`src/rtl/spi_frame_pkg.sv`:
```
// Shared types and constants for the SPI frame master.
// Holds the FSM state encoding and the default frame header words.
package spi_frame_pkg;

  typedef enum logic [2:0] {
    IDLE,
    SETUP,
    HIGH,
    LOW,
    HOLD,
    GAP
  } state_e;

  // Header the remote slave places at the top of every reply frame ("data").
  localparam logic [31:0] RX_HEADER_DEFAULT = 32'h61746164;

  // Header this master places at the top of every outgoing frame ("writ").
  localparam logic [31:0] TX_HEADER_DEFAULT = 32'h74697277;

endpackage

```
`src/rtl/spi_clk_timer.sv`:
```
// Phase timer for the SPI frame master.
// A down-counter loaded with (duration - 1); expire_o is high while the count is zero,
// so a state that loads the timer on entry lasts exactly 'duration' cycles.
module spi_clk_timer #(
  parameter int WIDTH = 3
) (
  input  logic             clk_i,
  input  logic             rst_ni,
  input  logic             load_i,
  input  logic [WIDTH-1:0] load_val_i,
  output logic             expire_o
);

  logic [WIDTH-1:0] count_q;
  logic [WIDTH-1:0] count_d;

  // Reload on request, otherwise count down and park at zero.
  always_comb begin
    count_d = count_q;
    if (load_i) begin
      count_d = load_val_i;
    end else if (count_q != '0) begin
      count_d = count_q - 1'b1;
    end
  end

  // Count register.
  always_ff @(posedge clk_i or negedge rst_ni) begin
    if (!rst_ni) begin
      count_q <= '0;
    end else begin
      count_q <= count_d;
    end
  end

  assign expire_o = (count_q == '0);

endmodule

```
`src/rtl/spi_frame_master.sv`:
```
// SPI mode-0 frame master: shifts one BUFFER_SIZE-bit frame out MSB-first on MOSI while
// capturing the same number of bits from MISO, and accepts the reply only if its top
// 32 bits equal RX_HEADER.
// Optional build macro SPIM_ERRCNT_EN adds a saturating 16-bit header-error counter.
module spi_frame_master
  import spi_frame_pkg::*;
#(
  parameter int          BUFFER_SIZE = 400,
  parameter int          CLK_DIV     = 4,
  parameter int          SSEL_GAP    = 8,
  parameter logic [31:0] RX_HEADER   = RX_HEADER_DEFAULT
) (
  input  logic                   sysclk,
  input  logic                   rst_n,
  input  logic                   start,
  input  logic [BUFFER_SIZE-1:0] tx_data,
  output logic                   SPI_SCK,
  output logic                   SPI_SSEL,
  output logic                   SPI_MOSI,
  input  logic                   SPI_MISO,
  output logic [BUFFER_SIZE-1:0] rx_data,
  output logic                   busy,
  output logic                   done,
  output logic                   hdr_err
`ifdef SPIM_ERRCNT_EN
  ,
  output logic [15:0]            err_count
`endif
);

  localparam int BW       = $clog2(BUFFER_SIZE + 1);
  localparam int TMAX     = (CLK_DIV > SSEL_GAP) ? CLK_DIV : SSEL_GAP;
  localparam int TW       = $clog2(TMAX);
  localparam logic [TW-1:0] PHASE_LOAD = TW'(CLK_DIV - 1);
  localparam logic [TW-1:0] GAP_LOAD   = TW'(SSEL_GAP - 1);

  state_e                 state_q, state_d;
  logic [BUFFER_SIZE-1:0] txShift_q, txShift_d;
  logic [BUFFER_SIZE-1:0] rxShift_q, rxShift_d;
  logic [BUFFER_SIZE-1:0] rxData_q, rxData_d;
  logic [BW-1:0]          bitCnt_q, bitCnt_d;
  logic                   sck_q, sck_d;
  logic                   ssel_q, ssel_d;
  logic                   mosi_q, mosi_d;
  logic                   busy_q, busy_d;
  logic                   done_q, done_d;
  logic                   hdrErr_q, hdrErr_d;
`ifdef SPIM_ERRCNT_EN
  logic [15:0]            errCnt_q, errCnt_d;
`endif

  logic          timerLoad;
  logic [TW-1:0] timerVal;
  logic          timerExpire;

  spi_clk_timer #(
    .WIDTH (TW)
  ) u_timer (
    .clk_i      (sysclk),
    .rst_ni     (rst_n),
    .load_i     (timerLoad),
    .load_val_i (timerVal),
    .expire_o   (timerExpire)
  );

  // Next-state logic: every phase transition also reloads the phase timer, and all
  // pin/flag updates happen on the transition so the pins come straight from registers.
  always_comb begin
    state_d   = state_q;
    txShift_d = txShift_q;
    rxShift_d = rxShift_q;
    rxData_d  = rxData_q;
    bitCnt_d  = bitCnt_q;
    sck_d     = sck_q;
    ssel_d    = ssel_q;
    mosi_d    = mosi_q;
    busy_d    = busy_q;
    done_d    = 1'b0;
    hdrErr_d  = 1'b0;
`ifdef SPIM_ERRCNT_EN
    errCnt_d  = errCnt_q;
`endif
    timerLoad = 1'b0;
    timerVal  = PHASE_LOAD;

    unique case (state_q)
      IDLE: begin
        if (start) begin
          txShift_d = tx_data;
          mosi_d    = tx_data[BUFFER_SIZE-1];
          bitCnt_d  = '0;
          busy_d    = 1'b1;
          ssel_d    = 1'b0;
          sck_d     = 1'b0;
          timerLoad = 1'b1;
          state_d   = SETUP;
        end
      end

      SETUP, LOW: begin
        if (timerExpire) begin
          // Rising SCK edge: MISO is sampled as SCK goes high.
          sck_d     = 1'b1;
          rxShift_d = {rxShift_q[BUFFER_SIZE-2:0], SPI_MISO};
          bitCnt_d  = bitCnt_q + BW'(1);
          timerLoad = 1'b1;
          state_d   = HIGH;
        end
      end

      HIGH: begin
        if (timerExpire) begin
          sck_d     = 1'b0;
          timerLoad = 1'b1;
          if (bitCnt_q == BW'(BUFFER_SIZE)) begin
            state_d = HOLD;
          end else begin
            txShift_d = txShift_q << 1;
            mosi_d    = txShift_q[BUFFER_SIZE-2];
            state_d   = LOW;
          end
        end
      end

      HOLD: begin
        if (timerExpire) begin
          ssel_d    = 1'b1;
          timerLoad = 1'b1;
          timerVal  = GAP_LOAD;
          state_d   = GAP;
          if (rxShift_q[BUFFER_SIZE-1 -: 32] == RX_HEADER) begin
            rxData_d = rxShift_q;
            done_d   = 1'b1;
          end else begin
            hdrErr_d = 1'b1;
`ifdef SPIM_ERRCNT_EN
            if (errCnt_q != 16'hFFFF) begin
              errCnt_d = errCnt_q + 16'd1;
            end
`endif
          end
        end
      end

      GAP: begin
        if (timerExpire) begin
          busy_d  = 1'b0;
          state_d = IDLE;
        end
      end

      default: begin
        state_d = IDLE;
      end
    endcase
  end

  // State and datapath registers; reset drops the frame and releases the bus at once.
  always_ff @(posedge sysclk or negedge rst_n) begin
    if (!rst_n) begin
      state_q   <= IDLE;
      txShift_q <= '0;
      rxShift_q <= '0;
      rxData_q  <= '0;
      bitCnt_q  <= '0;
      sck_q     <= 1'b0;
      ssel_q    <= 1'b1;
      mosi_q    <= 1'b0;
      busy_q    <= 1'b0;
      done_q    <= 1'b0;
      hdrErr_q  <= 1'b0;
`ifdef SPIM_ERRCNT_EN
      errCnt_q  <= '0;
`endif
    end else begin
      state_q   <= state_d;
      txShift_q <= txShift_d;
      rxShift_q <= rxShift_d;
      rxData_q  <= rxData_d;
      bitCnt_q  <= bitCnt_d;
      sck_q     <= sck_d;
      ssel_q    <= ssel_d;
      mosi_q    <= mosi_d;
      busy_q    <= busy_d;
      done_q    <= done_d;
      hdrErr_q  <= hdrErr_d;
`ifdef SPIM_ERRCNT_EN
      errCnt_q  <= errCnt_d;
`endif
    end
  end

  assign SPI_SCK  = sck_q;
  assign SPI_SSEL = ssel_q;
  assign SPI_MOSI = mosi_q;
  assign rx_data  = rxData_q;
  assign busy     = busy_q;
  assign done     = done_q;
  assign hdr_err  = hdrErr_q;
`ifdef SPIM_ERRCNT_EN
  assign err_count = errCnt_q;
`endif

endmodule

```
`config.mk`:
```
export PLATFORM = sky130hd
export DESIGN_NAME = spi_frame_master
export DESIGN_NICKNAME = d
export VERILOG_FILES = /design/src/rtl/spi_frame_pkg.sv /design/src/rtl/spi_clk_timer.sv /design/src/rtl/spi_frame_master.sv
export SDC_FILE = /design/constraint.sdc
export NUM_CORES = 2
export LEC_CHECK = 0
export ABC_CLOCK_PERIOD_IN_PS = 4560
export BUFFER_PORTS_ARGS = -buffer_cell sky130_fd_sc_hd__buf_4
export CORE_AREA = 2 2 318 320
export CTS_CLUSTER_SIZE = 24
export DETAILED_ROUTE_END_ITERATION = 8
export DIE_AREA = 0 0 320 322
export PLACE_DENSITY_LB_ADDON = 0.08
export SETUP_SLACK_MARGIN = 0.5
export SLEW_MARGIN = 10
export SYNTH_ARGS = -nofsm -noshare
export SYNTH_HDL_FRONTEND = slang
export SYNTH_SLANG_ARGS = --single-unit
```
`constraint.sdc`:
```
create_clock -name sysclk -period 4.56 [get_ports sysclk]
set_input_delay 0.912 -clock sysclk [delete_from_list [all_inputs] [get_ports sysclk]]
set_output_delay 0.912 -clock sysclk [all_outputs]
set_load 0.005 [all_outputs]
```
==> flow_metrics.env <==
export IMPL_end_kind="flip-flop"
export IMPL_syn_area_sq_mm=0.0507
export IMPL_synth_main_ff_cell="dfrtp_1"
export IMPL_crit_arrival_ns=3.79
export IMPL_overflow=0
export IMPL_routed_wl_mm=129
export IMPL_clock_sinks=1220
export IMPL_synth_seq_area_share=0.602
export IMPL_cts_made_buffers=133
export IMPL_min_period_ns=3.19
export IMPL_cts_hold_buffers=0
export IMPL_final_nets=5922
export IMPL_first_global_vias=35200
export IMPL_synth_common_cells="2,404 x nand2_1, 1,219 x dfrtp_1, 767 x mux2_2"
export IMPL_postRouteAntennaNets=0
export IMPL_io_pins=810
export IMPL_syn2layout_area_growth_pct=23.0
export IMPL_grt_usage=0.248
export IMPL_die_w_um=320
export IMPL_die_area_sq_mm=0.103
export IMPL_period_share=0.700
export IMPL_antenna_found_initial=32
export IMPL_vias_per_cell=5.10
export IMPL_post_place_ws_ns=1.40
export IMPL_fmax_mhz=313
export IMPL_synth_top_area_cell="dfrtp_1"
export IMPL_worstPathRequired_ns=5.16
export IMPL_synth_top_area_share=0.602
export IMPL_synthDistinctLibCells=44
export IMPL_maxSlewViolCount=0
export IMPL_clk_path_buf_depth=3
export IMPL_vdd_drop_max_mv=0.552
export IMPL_grt_pass1_wl_mm=201
export IMPL_synth_async_sr_flop_share=1.00
export IMPL_start_util=0.509
export IMPL_nFillCells=8250
export IMPL_skew_ns=0.0168
export IMPL_r2r_setup_slack_ns=1.37
export IMPL_dr_pass1_iters=5
export IMPL_cts_resized=0
export IMPL_tightestPinTransition_ns=1.15
export IMPL_clkTransAtPathRegs_ns=0.06
export IMPL_place_detailed_hpwl_mm=87.5
export IMPL_rsz0062_at_grt="false"
export IMPL_synth_top_cells_by_area="dfrtp_1 60%, nand2_1 18%, mux2_2 17%, clkbuf_1 1.2%, buf_12 1.2%"
export IMPL_syn_num_nets=5196
export IMPL_num_vias=35400
export IMPL_syn_area_per_cell_sq_um=10.6
export IMPL_hold_class="in2async"
export IMPL_routedWlPerCell_um=18.6
export IMPL_stdcell_count=6941
export IMPL_grt_start_max_net_pins=230
export IMPL_synth_edf_count=0
export IMPL_drt_iter0_drc=2520
export IMPL_drive_gt1_frac=0.334
export IMPL_critPathKind="reg2reg"
export IMPL_place_inst=6677
export IMPL_clkLatencyLatePin_ns=0.73
export IMPL_cellLeakagePower_nw=33.5
export IMPL_core_sq_mm=0.0996
export IMPL_total_power_mw=32.9
export IMPL_critical_path_peak_fanout=178
export IMPL_cap_violations=0
export IMPL_io_buffers=809
export IMPL_fp_dieH_um=322
export IMPL_setup_viol=0
export IMPL_slew_headroom=0.236
export IMPL_gp_congestion=0.820
export IMPL_synth_seq_cells=1220
export IMPL_yosysWarningCount=0
export IMPL_yosysMostFrequentCell="nand2_1"
export IMPL_reg2regPathDepth=7
export IMPL_drcViolationCount=0
export IMPL_setup_slack_ns=1.37
export IMPL_rows=116
export IMPL_cts_tree="done"
export IMPL_syn_inst=4788
export IMPL_start_kind="flip-flop"
export IMPL_tns_ns=0
export IMPL_power_density_mw_per_mm2=527
export IMPL_status="complete, no violations"
export IMPL_cts_setup_buffers=0
export IMPL_h_tree_depth=4
export IMPL_finalHoldViolCount=0
export IMPL_root_buffer="clkbuf_16"
[cells in the final DEF (no fill, tap or decap), drive strengths merged, types with 4 or more instances in the layout]
cell type  Yosys  routed
nand2       2404    2404
dfrtp       1219    1219
buf          108     863
mux2         767     767
clkbuf       164     197
clkinv         0      24
diode          0      23
nor2b         20      20
inv            8      15
or2           14      14
bufinv         0      12
nor2          11      11
o21ai          8       8
nand4          7       7
nor4bb         5       5
nor4b          4       4
nand2b         4       4
xor2           4       4
ha             4       4
nor3           4       4
[power by group]
part | leakage, nW | switching (mW) | total [mW] | internal [mW]
Clock | 2.33 | 4.40 | 11.3 | 6.93
Sequential | 16.1 | 1.03 | 13.8 | 12.8
Combinational | 15.1 | 4.33 | 7.73 | 3.40
Total | 33.5 | 9.76 | 32.9 | 23.1
[registers in the layout, summed over array words and instances, names as in the netlist]
name and cells:
SPI_MOSI 1, SPI_SCK 1, SPI_SSEL 1, bitCnt_q 9, busy 1, done 1, hdr_err 1, rxShift_q 400
rx_data 400, state_q 3, txShift_q 399, u_timer.count_q 3
[layout make-up]
| class | instances | area, sq um | area share |
|---|---|---|---|
| antenna | 23 | 57.6 | 0.000923 |
| sequential | 1220 | 30500 | 0.490 |
| clock buffer | 197 | 4110 | 0.0658 |
| inverter | 8 | 30.0 | 0.000481 |
| tap | 1298 | 1620 | 0.0260 |
| clock inverter | 44 | 587 | 0.00941 |
| multi-input combinational | 3288 | 18500 | 0.297 |
| timing repair buffer | 863 | 6920 | 0.111 |
[metrics by stage]
stage           util  hold WS (ns)  area, sq um
2_1_floorplan      -         0.447        50700
4_1_cts        0.626         0.233        62300
3_5_place_dp   0.579         0.460        57600
5_1_grt        0.626         0.226        62400
3_3_place_gp   0.579         0.453        57600
6_report       0.626         0.184        62400
[final timing paths]
check	to	start
setup reg to reg	rx_data[332]$_DFFE_PN0P_	u_timer.count_q[0]$_DFFE_PN0P_
setup / recovery	rx_data[332]$_DFFE_PN0P_	u_timer.count_q[0]$_DFFE_PN0P_
max in group asynchronous	txShift_q[106]$_DFFE_PN0P_	rst_n
min in group sysclk	rxShift_q[0]$_DFFE_PN0P_	SPI_MISO
hold / removal	rxShift_q[46]$_DFFE_PN0P_	rst_n
hold reg to reg	rx_data[382]$_DFFE_PN0P_	rx_data[382]$_DFFE_PN0P_
[kinds of logic after synthesis]
group / share of synthesized area
buffers and inverters: 0.0334
XOR/XNOR: 0.00121
AO/OA/AOI/OAI: 0.00296
flip-flops: 0.602
multiplexers: 0.171
adder cells (fa/ha/maj): 0.000987
AND/OR/NAND/NOR: 0.189
[critical path: stages (launching register included)]
cell and delay (ns):
dfrtp_1 0.37, inv_1 0.10, ha_1 0.31, nand3b_1 0.15
or3_1 0.47, nor3_4 0.32, buf_12 0.59, mux2_2 0.43
[routing by layer]
metal,global-route usage,part of all wire,vias up
met5,0,0.0010,-
met4,0.0999,0.031,20
met3,0.0621,0.060,194
met2,0.407,0.50,764
met1,0.316,0.41,17600
li1,-,-,16800
Power figures use the tool's default switching activity.
